==> src/rtl/debounce_4ch_v.sv <==
// rtl/debounce_4ch_v.sv - four-channel synchroniser, debouncer and edge-pulse generator
module debounce_4ch_v #(
    parameter int   DEBOUNCE_CYCLES = 20,
    parameter logic RESET_VAL       = 1'b0
) (
    input  logic       i_clk,
    input  logic       i_rst,
    input  logic       i_a,
    input  logic       i_b,
    input  logic       i_c,
    input  logic       i_d,
    output logic       o_a,
    output logic       o_b,
    output logic       o_c,
    output logic       o_d,
    output logic [3:0] o_rise,
    output logic [3:0] o_fall
);

    // Counter width is derived from the hold length and is not meant to be overridden.
    localparam int CNT_W = $clog2(DEBOUNCE_CYCLES + 1);
    // Terminal count: the edge at which a held mismatch is finally accepted.
    localparam logic [CNT_W-1:0] CNT_LAST = CNT_W'(DEBOUNCE_CYCLES - 1);

    // Raw channels packed as bit0=a ... bit3=d.
    logic [3:0] raw;
    assign raw = {i_d, i_c, i_b, i_a};

    // Two-stage synchroniser; only the second stage is used downstream.
    logic [3:0] s1_q;
    logic [3:0] s1_d;
    logic [3:0] s2_q;
    logic [3:0] s2_d;

    // Debounced levels, per-channel hold counters and registered edge pulses.
    logic [3:0]       stable_q;
    logic [3:0]       stable_d;
    logic [CNT_W-1:0] cnt_q [4];
    logic [CNT_W-1:0] cnt_d [4];
    logic [3:0]       rise_q;
    logic [3:0]       rise_d;
    logic [3:0]       fall_q;
    logic [3:0]       fall_d;

    // Synchroniser next state: shift each raw line one stage per clock.
    always_comb begin
        s1_d = raw;
        s2_d = s1_q;
    end

    // Debounce next state: count consecutive mismatches, accept the new level on the
    // last count, and clear on any return to the stable level (no partial credit).
    always_comb begin
        stable_d = stable_q;
        for (int n = 0; n < 4; n++) begin
            cnt_d[n] = cnt_q[n];
            if (s2_q[n] == stable_q[n]) begin
                cnt_d[n] = '0;
            end else if (cnt_q[n] == CNT_LAST) begin
                stable_d[n] = s2_q[n];
                cnt_d[n]    = '0;
            end else begin
                cnt_d[n] = cnt_q[n] + CNT_W'(1);
            end
        end
        // Pulses are registered alongside the level so they align with the new output.
        rise_d = stable_d & ~stable_q;
        fall_d = ~stable_d & stable_q;
    end

    // State registers; reset discards any in-flight count and clears the pulses.
    always_ff @(posedge i_clk or posedge i_rst) begin
        if (i_rst) begin
            s1_q     <= {4{RESET_VAL}};
            s2_q     <= {4{RESET_VAL}};
            stable_q <= {4{RESET_VAL}};
            rise_q   <= '0;
            fall_q   <= '0;
            for (int n = 0; n < 4; n++) begin
                cnt_q[n] <= '0;
            end
        end else begin
            s1_q     <= s1_d;
            s2_q     <= s2_d;
            stable_q <= stable_d;
            rise_q   <= rise_d;
            fall_q   <= fall_d;
            for (int n = 0; n < 4; n++) begin
                cnt_q[n] <= cnt_d[n];
            end
        end
    end

    assign o_a    = stable_q[0];
    assign o_b    = stable_q[1];
    assign o_c    = stable_q[2];
    assign o_d    = stable_q[3];
    assign o_rise = rise_q;
    assign o_fall = fall_q;

endmodule
==> config.mk <==
export PLATFORM = sky130hd
export DESIGN_NAME = debounce_4ch_v
export DESIGN_NICKNAME = d
export VERILOG_FILES = /design/src/rtl/debounce_4ch_v.sv
export SDC_FILE = /design/constraint.sdc
export NUM_CORES = 1
export LEC_CHECK = 0
export CELL_PAD_IN_SITES_DETAIL_PLACEMENT = 0
export CELL_PAD_IN_SITES_GLOBAL_PLACEMENT = 1
export CORE_ASPECT_RATIO = 0.5
export CORE_MARGIN = 1.5
export CORE_UTILIZATION = 42
export CTS_BUF_LIST = sky130_fd_sc_hd__clkbuf_2 sky130_fd_sc_hd__clkbuf_4 sky130_fd_sc_hd__clkbuf_8
export CTS_CLUSTER_SIZE = 20
export DETAILED_ROUTE_END_ITERATION = 10
export GPL_TIMING_DRIVEN = 1
export PLACE_DENSITY_LB_ADDON = 0.1
export SLEW_MARGIN = 20
export SYNTH_ARGS = -nofsm -noshare
export SYNTH_HDL_FRONTEND = slang
export SYNTH_SLANG_ARGS = --single-unit
==> constraint.sdc <==
create_clock -name i_clk -period 1.2 [get_ports i_clk]
set_input_delay 0.24 -clock i_clk [delete_from_list [all_inputs] [get_ports i_clk]]
set_output_delay 0.24 -clock i_clk [all_outputs]
set_load 0.03 [all_outputs]
==> results of run 1 <==
-- per-layer routing --
metal | part of all wire | vias up | wire, um | track usage
met4 | 0.013 | 0 | 34 | 0.0571
met5 | 0 | - | 0 | 0
met3 | 0.052 | 5 | 135 | 0.0759
li1 | - | 488 | - | -
met1 | 0.44 | 510 | 1140 | 0.156
met2 | 0.49 | 14 | 1270 | 0.245
-- layout make-up --
cell class | instances | area [um^2] | share of cell area
well taps | 51 | 63.8 | 0.0291
inverters | 1 | 3.75 | 0.00171
clock inverters | 1 | 5.00 | 0.00228
multi-input cells | 74 | 672 | 0.306
flip-flops and latches | 40 | 1000 | 0.456
repair buffers | 44 | 374 | 0.170
clock buffers | 6 | 76.3 | 0.0348
-- cell usage in the layout, fill, tap and decap left out, drive strengths merged, types with 4 or more instances in the layout --
master	netlist	final
clkdlybuf4s50	0	5
nor3b	8	8
nand2	7	7
nand4bb	4	4
mux2	4	4
buf	0	39
nor2	10	10
dfrtp	40	40
xor2	6	6
and2	6	6
nand3	5	5
ha	4	4
xnor2	7	7
clkbuf	0	6
-- state kept, by name, indices dropped and copies added, names as in the netlist --
| register | flops |
|---|---|
| cnt_q | 20 |
| o_fall | 4 |
| o_rise | 4 |
| s1_q | 4 |
| s2_q | 4 |
| stable_q | 4 |
-- synth_stat cells (all sizes together) --
cell | number | area [um^2]
xnor2 | 7 | 61.3
a21boi | 3 | 22.5
nand2b | 3 | 18.8
ha | 4 | 50.1
nor3b | 8 | 60.1
a32o | 3 | 33.8
mux2 | 4 | 45.0
nand4bb | 4 | 77.6
nand2 | 7 | 26.3
and2 | 6 | 42.5
dfrtp | 40 | 1000
inv | 1 | 3.75
nand3 | 5 | 25.0
xor2 | 6 | 52.6
and3 | 1 | 6.26
nor2 | 10 | 37.5
mux2i | 3 | 30.0
-- critical path, delay by kind of cell (launching register included) --
| kind | cells | cell delay, ns |
|---|---|---|
| flops | 1 | 0.38 |
| buf+inv | 2 | 0.27 |
-- worst max-delay path by stage --
stage / start / end
floorplan: stable_q[0]$_DFF_PP0_ / cnt_q[19]$_DFF_PP0_
CTS: stable_q[1]$_DFF_PP0_ / o_b
global route: stable_q[0]$_DFF_PP0_ / o_a
finish: stable_q[0]$_DFF_PP0_ / o_a
detailed placement: cnt_q[6]$_DFF_PP0_ / o_fall[2]$_DFF_PP0_
global placement: cnt_q[10]$_DFF_PP0_ / stable_q[1]$_DFF_PP0_
-- logic make-up after synthesis --
group	Yosys count
adders and majority gates	4
DFF	40
and+or+nand+nor	44
AOI/OAI and AO/OA	6
xor gates and xnor gates	13
buffers and inverters	1
muxes	7
-- per-stage QoR --
stage	utilization	setup slack, ns
floorplan	-	-0.00706
global placement	0.558	0.0364
detailed placement	0.558	0.0137
CTS	0.591	0.00349
global route	0.622	-0.0272
finish	0.622	0.0161
-- timing repair --
| item | 4_1_cts | 5_1_grt |
|---|---|---|
| gates resized for setup | 5 | 11 |
| setup buffers | 2 | 5 |
| pin swaps | 0 | 2 |
| setup endpoints to repair | 4 | 22 |
| hold buffers | 0 | 0 |
-- power by group through the flow --
stage / logic (uW) / clock network [uW] / registers, uW
floorplan: 97.7 / 0 / 1450
global placement: 181 / 0 / 1450
detailed placement: 183 / 0 / 1450
CTS: 184 / 889 / 1430
global route: 222 / 940 / 1440
finish: 196 / 843 / 1430
==> results by group, run 1 <==
Place
  • Post-DP HPWL: 1740 um
  • Port-buffer cells: 17
  • Placed Area: 0.00197 mm^2
  • Dpl cells: 203
  • Gp weighted congestion: 0.788

Global routing
  • Gr usage total: 0.143
  • First-pass GRT wire length: 4340 um
  • Largest net degree at the start of global routing: 41
  • Initial antenna violation count: 0
  • Vias in the first global route: 968
  • GRT overflow: 0

Die
  • Core Footprint: 0.00353 mm^2
  • Starting utilization of the core area: 0.452
  • Row cnt: 15
  • Die Y: 46.6 um
  • Die span in x: 90.1 um
  • Die ar.: 0.00420 mm^2
  • Io pins: 18

Yosys
  • Synth Area in Simple Gates: 0.184
  • Largest family of logic cells by synthesized area: simple AND/OR/NAND/NOR gates
  • Synthesized instance count: 115
  • #FFs+latches synth: 40
  • Synthesized net count: 125
  • Ys Warns: 0
  • Syn Area/Cell: 13.9 um^2
  • Multiplexer share of the synthesized area: 0.0471
  • Register area share after synthesis: 0.628
  • Post-synthesis adder-cell area fraction: 0.0314
  • Post-Synth XOR/XNOR Area: 0.0714
  • Compound-Gate Fraction of Synth Area: 0.0353
  • Mapped cell area: 0.00159 mm^2
  • Synth cell types: 19

Setup path
  • Slowest-stage cell, CP: dfrtp_1
  • Critical path required time: 0.96 ns
  • Worst reg-to-reg path cell count: 5
  • Worst R2R Start: cnt_q[6]$_DFF_PP0_
  • Reg-to-reg slack, setup: around 0.030 ns
  • Worst path max stage delay: 0.38 ns
  • CP arrival: 0.94 ns
  • Worst Setup End Kind: output port
  • Kind of critical path: reg2out
  • CP max FO: 4
  • Startpoint types: register
  • Worst reg2reg endpoint: cnt_q[9]$_DFF_PP0_
  • Cell Chain, Critical Path: buf_4 -> buf_6

Timing
  • Final period util: 0.987
  • Setup violators final: 0
  • Pins Over Slew Limit: 0
  • Clock skew: 0.00538 ns
  • RSZ-0062 raised after global routing: yes
  • Worst-Margin Slew: approximately 0.22 ns
  • Worst slew margin: 0.855
  • Final min period: 1.18 ns
  • TNS Setup: 0 ns
  • Fmax: 845 MHz
  • Worst hold margin: 0.301 ns
  • Hold Vio Cnt, Final: 0

Clock tree
  • Maximum clock insertion buffer count: 2
  • CTS clock-pin slew for the worst setup and hold paths: approximately 0.070 ns
  • Total CTS buffers: 5
  • CTS sink count: 40
  • Clk Latency, worst-skew pair: 0.29 ns
  • CTS tree: done
  • Root Buffer: clkbuf_8
  • H-tree Lvls: 2

Worst hold path
  • Hold Path Class: in2async

Route
  • Initial DRC Count: 23
  • DR vias/cell: approximately 4.7
  • Total number of vias: slightly above 1,000
  • Routed WL: 2580 um
  • Number of remaining DRC errors: 0
  • Initial DRT Pass Iterations: 3
  • Antenna Nets Post-Route: 0
  • Avg WL per Cell: 11.9 um

Pwr
  • Clock share of power: 0.341
  • Peak VDD IR: 719 uV
  • Switching Fraction: 0.222
  • Pwr dens: about 1100 mW/mm^2
  • Internal cell power: 1920 uW
  • Power, Total: between 2000 and 2500 uW
  • Leakage: 0.00104 uW
  • Sequential group share of total power: 0.580
  • Psw: 549 uW
  • Logic pwr share: 0.079

Layout
  • Area grow syn2layout: 37.8%
  • Number of non-filler instances in the completed layout: 217
  • ANT cells: 0
  • Fraction of layout cells with a size suffix above 1: 0.422
  • Total of fill cells in the finished design: 291
  • Final Cell Area: 0.00220 mm^2
  • Final net count: 176

Outcome
  • Status: finished clean

Run
  • Number of max-cap violations: 0
Power figures use the tool's default switching activity.
==> run 2: changes to the inputs <==
--- a/config.mk
+++ b/config.mk
@@ -8,7 +8,7 @@
 export CELL_PAD_IN_SITES_DETAIL_PLACEMENT = 0
 export CELL_PAD_IN_SITES_GLOBAL_PLACEMENT = 1
 export CORE_ASPECT_RATIO = 0.5
-export CORE_MARGIN = 1.5
+export CORE_MARGIN = 1
 export CORE_UTILIZATION = 42
 export CTS_BUF_LIST = sky130_fd_sc_hd__clkbuf_2 sky130_fd_sc_hd__clkbuf_4 sky130_fd_sc_hd__clkbuf_8
 export CTS_CLUSTER_SIZE = 20
==> run 2 against run 1 <==
First-iteration DRC count increased by 70%. Flip-flop and latch count unchanged. Clock-buffer cell count unchanged. Combinational power decreased by 3%. Wire length decreased by 1.0%. Critical endpoint is now o_c. Highest routed layer unchanged.
==> results by group, run 2 (synthesis results as in run 1) <==
Die
  • Row cnt: 15
  • Starting utilization of the core area: 0.452
  • Core Footprint: 0.00353 mm^2
  • Die Y: 45.6 um
  • Die ar.: 0.00406 mm^2
  • Die span in x: about 90 um
  • Io pins: 18

Pwr
  • Clock share of power: 0.363
  • Psw: 590 uW
  • Internal cell power: 1970 uW
  • Leakage: just over 0.001 uW
  • Switching Fraction: 0.230
  • Peak VDD IR: 659 uV
  • Sequential group share of total power: 0.562
  • Pwr dens: 1170 mW/mm^2
  • Logic pwr share: 0.075

Setup path
  • Worst reg-to-reg path cell count: 3
  • Worst R2R Start: cnt_q[6]$_DFF_PP0_
  • Kind of critical path: reg2out
  • Worst Setup End Kind: output port
  • CP max FO: 4
  • Worst reg2reg endpoint: stable_q[2]$_DFF_PP0_
  • Startpoint types: register
  • CP arrival: approximately 0.94 ns
  • Critical path required time: 0.96 ns
  • Reg-to-reg slack, setup: around 0.017 ns

Place
  • Placed Area: slightly below 0.002 mm^2
  • Post-DP HPWL: around 1700 um
  • Port-buffer cells: 17
  • Dpl cells: 201
  • Gp weighted congestion: 0.755

Timing
  • Clock skew: about 0.0073 ns
  • Setup violators final: 0
  • Fmax: 845 MHz
  • Worst-Margin Slew: 0.225 ns
  • RSZ-0062 raised after global routing: yes
  • Pins Over Slew Limit: 0
  • Final period util: 0.986
  • Final min period: about 1.2 ns
  • Worst slew margin: 0.850
  • Hold Vio Cnt, Final: 0
  • Worst hold margin: 0.318 ns

Clock tree
  • H-tree Lvls: 2
  • Cts-stage hold buffer count: 0
  • CTS clock-pin slew for the worst setup and hold paths: 0.08 ns
  • Clk Latency, worst-skew pair: 0.29 ns
  • CTS tree: done
  • Total CTS buffers: 5
  • Root Buffer: clkbuf_8
  • Maximum clock insertion buffer count: 2
  • CTS sink count: 40

Global routing
  • Initial antenna violation count: 0
  • First-pass GRT wire length: 4150 um
  • Gr usage total: 0.145
  • Largest net degree at the start of global routing: 41
  • Vias in the first global route: 986
  • GRT overflow: 0

Layout
  • Most common cell after layout, fill and taps aside: dfrtp_1
  • Area grow syn2layout: 36.9%
  • ANT cells: 0
  • Final net count: 172
  • Final Util: 0.618
  • Most frequent cells in the layout: 39 x dfrtp_1, 30 x buf_4, 10 x nor2_1, 7 x xnor2_1, 6 x clkbuf_8
  • Final Cell Area: about 0.0022 mm^2
  • Fraction of layout cells with a size suffix above 1: 0.417
  • Number of non-filler instances in the completed layout: 214
  • Number of flip-flops in the largest register: 20
  • Total of fill cells in the finished design: ~300
  • Biggest register: cnt_q

Route
  • Avg WL per Cell: 11.9 um
  • Antenna Nets Post-Route: 0
  • Routed WL: 2560 um
  • DR vias/cell: between 4 and 5
  • Total number of vias: roughly 1,000
  • Number of remaining DRC errors: 0
  • Initial DRC Count: 39
  • Initial DRT Pass Iterations: 4

Outcome
  • Status: finished clean

Worst hold path
  • Hold Path Class: in2async

Run
  • Number of max-cap violations: 0
[run 2: cell count changes in the layout (fill, tap and decap cells not counted), moves of 2 or more]
cell        change
ha_2            -2
clkinvlp_4      +2
ha_4            +2
buf_4           -3
[run 2: power by group through the flow]
stage | logic, uW | registers [uW] | clock network [uW]
6_report | 191 | 1440 | 929
3_5_place_dp | 175 | 1450 | 0
2_1_floorplan | 97.7 | 1450 | 0
4_1_cts | 177 | 1430 | 980
5_1_grt | 219 | 1450 | 1030
3_3_place_gp | 175 | 1450 | 0
[run 2: worst max path at each step]
stage | startpoint | to | slack (ns)
global route | stable_q[2]$_DFF_PP0_ | o_c | -0.01
CTS | stable_q[2]$_DFF_PP0_ | o_c | -0.004
global placement | cnt_q[0]$_DFF_PP0_ | cnt_q[2]$_DFF_PP0_ | -0.01
floorplan | stable_q[0]$_DFF_PP0_ | cnt_q[19]$_DFF_PP0_ | -0.007
finish | stable_q[2]$_DFF_PP0_ | o_c | 0.02
detailed placement | cnt_q[1]$_DFF_PP0_ | cnt_q[4]$_DFF_PP0_ | -0.02
[run 2: cell type report]
class	count	area (um^2)	area share
sequential	40	1000	0.459
clock buffer	6	82.6	0.0378
tap	51	63.8	0.0292
inverter	1	3.75	0.00172
clock inverter	2	15.0	0.00688
multi-input combinational	74	674	0.309
timing repair buffer	40	340	0.156
[run 2: metrics by stage]
stage / power [uW] / setup TNS (ns) / setup slack (ns)
after floorplan: 1550 / -0.00706 / -0.00706
after global placement: 1630 / -0.0271 / -0.0103
after detailed placement: 1630 / -0.0522 / -0.0170
after CTS: 2580 / -0.00416 / -0.00416
after global routing: 2690 / -0.0324 / -0.0138
final: 2560 / 0 / 0.0166
[run 2: what timing repair did]
item	in CTS	in global routing
buffers inserted	1	4
gates resized for setup	5	12
endpoints found under the setup margin	8	20
pin swaps	0	3
hold endpoints to repair	0	0
[run 2: per-layer routing]
layer  up-vias  global-route usage  part of all wire
li1        486                   -                 -
met1       497               0.154              0.44
met2        12               0.264              0.51
met3         2              0.0707             0.037
met4         0              0.0381            0.0035
met5         -                   0                 0
[run 2: critical path, cell delays in order (launching register included)]
cell     delay [ns]
dfrtp_1        0.40
buf_6          0.13
buf_6          0.13
==> run 3: changes to the inputs <==
--- a/config.mk
+++ b/config.mk
@@ -14,6 +14,7 @@
 export CTS_CLUSTER_SIZE = 20
 export DETAILED_ROUTE_END_ITERATION = 10
 export GPL_TIMING_DRIVEN = 1
+export MAX_ROUTING_LAYER = met4
 export PLACE_DENSITY_LB_ADDON = 0.1
 export SLEW_MARGIN = 20
 export SYNTH_ARGS = -nofsm -noshare
==> run 3 against run 2 <==
Wire length rose by 1.1%. Flip-flop and latch count did not move. Combinational power barely moved. Core utilization rose by 0.28 points. Via count rose by 0.30%. Clock power rose by 0.5%. Highest routed layer unchanged.
==> results by group, run 3 (synthesis results as in run 1) <==
Clock tree
  • Cts-stage hold buffer count: 0
  • H-tree Lvls: 2
  • CTS tree: done
  • Root Buffer: clkbuf_8
  • Clk Latency, worst-skew pair: slightly below 0.3 ns
  • Maximum clock insertion buffer count: 2
  • Total CTS buffers: 5
  • CTS sink count: 40
  • CTS clock-pin slew for the worst setup and hold paths: around 0.090 ns

Die
  • Die ar.: 0.00406 mm^2
  • Io pins: 18
  • Die Y: 45.6 um
  • Core Footprint: approximately 0.0035 mm^2
  • Row cnt: 15
  • Starting utilization of the core area: 0.452
  • Die span in x: ~89 um

Layout
  • Number of non-filler instances in the completed layout: roughly 210
  • Final Util: 0.621
  • ANT cells: 0
  • Final net count: 172
  • Most common cell after layout, fill and taps aside: dfrtp_1
  • Fraction of layout cells with a size suffix above 1: 0.417
  • Most frequent cells in the layout: 39 x dfrtp_1, 30 x buf_4, 10 x nor2_1, 7 x xnor2_1, 6 x clkbuf_8
  • Number of flip-flops in the largest register: 20
  • Biggest register: cnt_q
  • Area grow syn2layout: 37.5%

Place
  • Pre-CTS WS: -0.0170 ns
  • Dpl cells: 201
  • Gp weighted congestion: 0.765
  • Port-buffer cells: 17
  • Post-DP HPWL: 1710 um

Global routing
  • Initial antenna violation count: 0
  • Gr usage total: 0.148
  • GRT overflow: 0
  • Vias in the first global route: 989
  • First-pass GRT wire length: 4140 um
  • Largest net degree at the start of global routing: 41

Timing
  • RSZ-0062 raised after global routing: yes
  • Worst-Margin Slew: approximately 0.23 ns
  • Hold Vio Cnt, Final: 0
  • Pins Over Slew Limit: 0
  • Setup violators final: 0
  • Final period util: 0.986
  • Final worst slack: 0.0163 ns
  • Final min period: roughly 1.2 ns
  • Worst hold margin: just over 0.3 ns
  • Clock skew: approximately 0.0094 ns
  • Fmax: between 800 and 900 MHz
  • Worst slew margin: 0.849

Run
  • Number of max-cap violations: 0

Route
  • Initial DRC Count: 20
  • Met2 wire len: 1310 um
  • Initial DRT Pass Iterations: 4
  • Number of remaining DRC errors: 0
  • Top sig layer: met4
  • Routed WL: 2590 um
  • DR vias/cell: 4.67
  • M1 WL: roughly 1200 um
  • Total number of vias: 1,000
  • Avg WL per Cell: approximately 12 um
  • Antenna Nets Post-Route: 0
  • Met3 wire len: 83 um

Pwr
  • Switching Fraction: 0.232
  • Leakage: 0.00101 uW
  • Pwr dens: 1170 mW/mm^2
  • Logic pwr share: 0.075
  • Sequential group share of total power: 0.561
  • Peak VDD IR: 670 uV
  • Internal cell power: between 1500 and 2000 uW
  • Clock share of power: 0.364
  • Psw: 595 uW

Setup path
  • Worst Setup End Kind: output port
  • Critical path required time: roughly 0.96 ns
  • Kind of critical path: reg2out
  • CP max FO: 4
  • CP arrival: approximately 0.94 ns
  • Startpoint types: register

Worst hold path
  • Hold Path Class: in2async

Outcome
  • Status: finished clean
run 3: what timing repair did:
item | CTS | global route
setup buffers | 1 | 4
resized for setup | 5 | 14
setup endpoints to repair | 8 | 20
pin swaps | 0 | 3
run 3: layout make-up:
| class | instances | area [um^2] |
|---|---|---|
| fill | 298 | 1340 |
| sequential | 40 | 1000 |
| multi-input combinational | 74 | 684 |
| timing repair buffer | 40 | 340 |
| clock buffer | 6 | 82.6 |
| tap | 51 | 63.8 |
| clock inverter | 2 | 15.0 |
| inverter | 1 | 3.75 |
run 3: worst paths after layout:
kind | from | endpoint | slack (ns) | cells after the start
max in group asynchronous | i_rst | cnt_q[14]$_DFF_PP0_ | 0.68 | 3
min in group i_clk | s1_q[1]$_DFF_PP0_ | s2_q[1]$_DFF_PP0_ | 0.35 | 0
hold / removal | i_rst | s2_q[2]$_DFF_PP0_ | 0.31 | 3
setup / recovery | stable_q[2]$_DFF_PP0_ | o_c | 0.02 | 2
setup reg to reg | cnt_q[6]$_DFF_PP0_ | o_fall[2]$_DFF_PP0_ | 0.03 | 4
hold reg to reg | s1_q[1]$_DFF_PP0_ | s2_q[1]$_DFF_PP0_ | 0.35 | 0
run 3: worst max-delay path: stages, from the launching register on:
cell	delay [ns]
dfrtp_1	0.40
buf_6	0.13
buf_6	0.13
run 3: routing by layer:
metal,vias to the layer above,track usage
met5,-,-
met4,0,0.0476
met3,2,0.0598
met2,10,0.264
met1,501,0.154
li1,487,-
run 3: through the flow:
stage               total power, uW  cell area, um^2  setup TNS, ns
floorplan                      1550             1600       -0.00706
global route                   2690             2190        -0.0607
finish                         2570             2190              0
global placement               1630             1950        -0.0271
CTS                            2580             2080       -0.00416
detailed placement             1630             1950        -0.0522
run 3: power by group through the flow:
stage	logic (uW)	registers, uW	clock network (uW)
after floorplan	97.7	1450	0
after global placement	175	1450	0
after detailed placement	175	1450	0
after CTS	177	1430	980
after global routing	220	1450	1020
final	192	1440	934
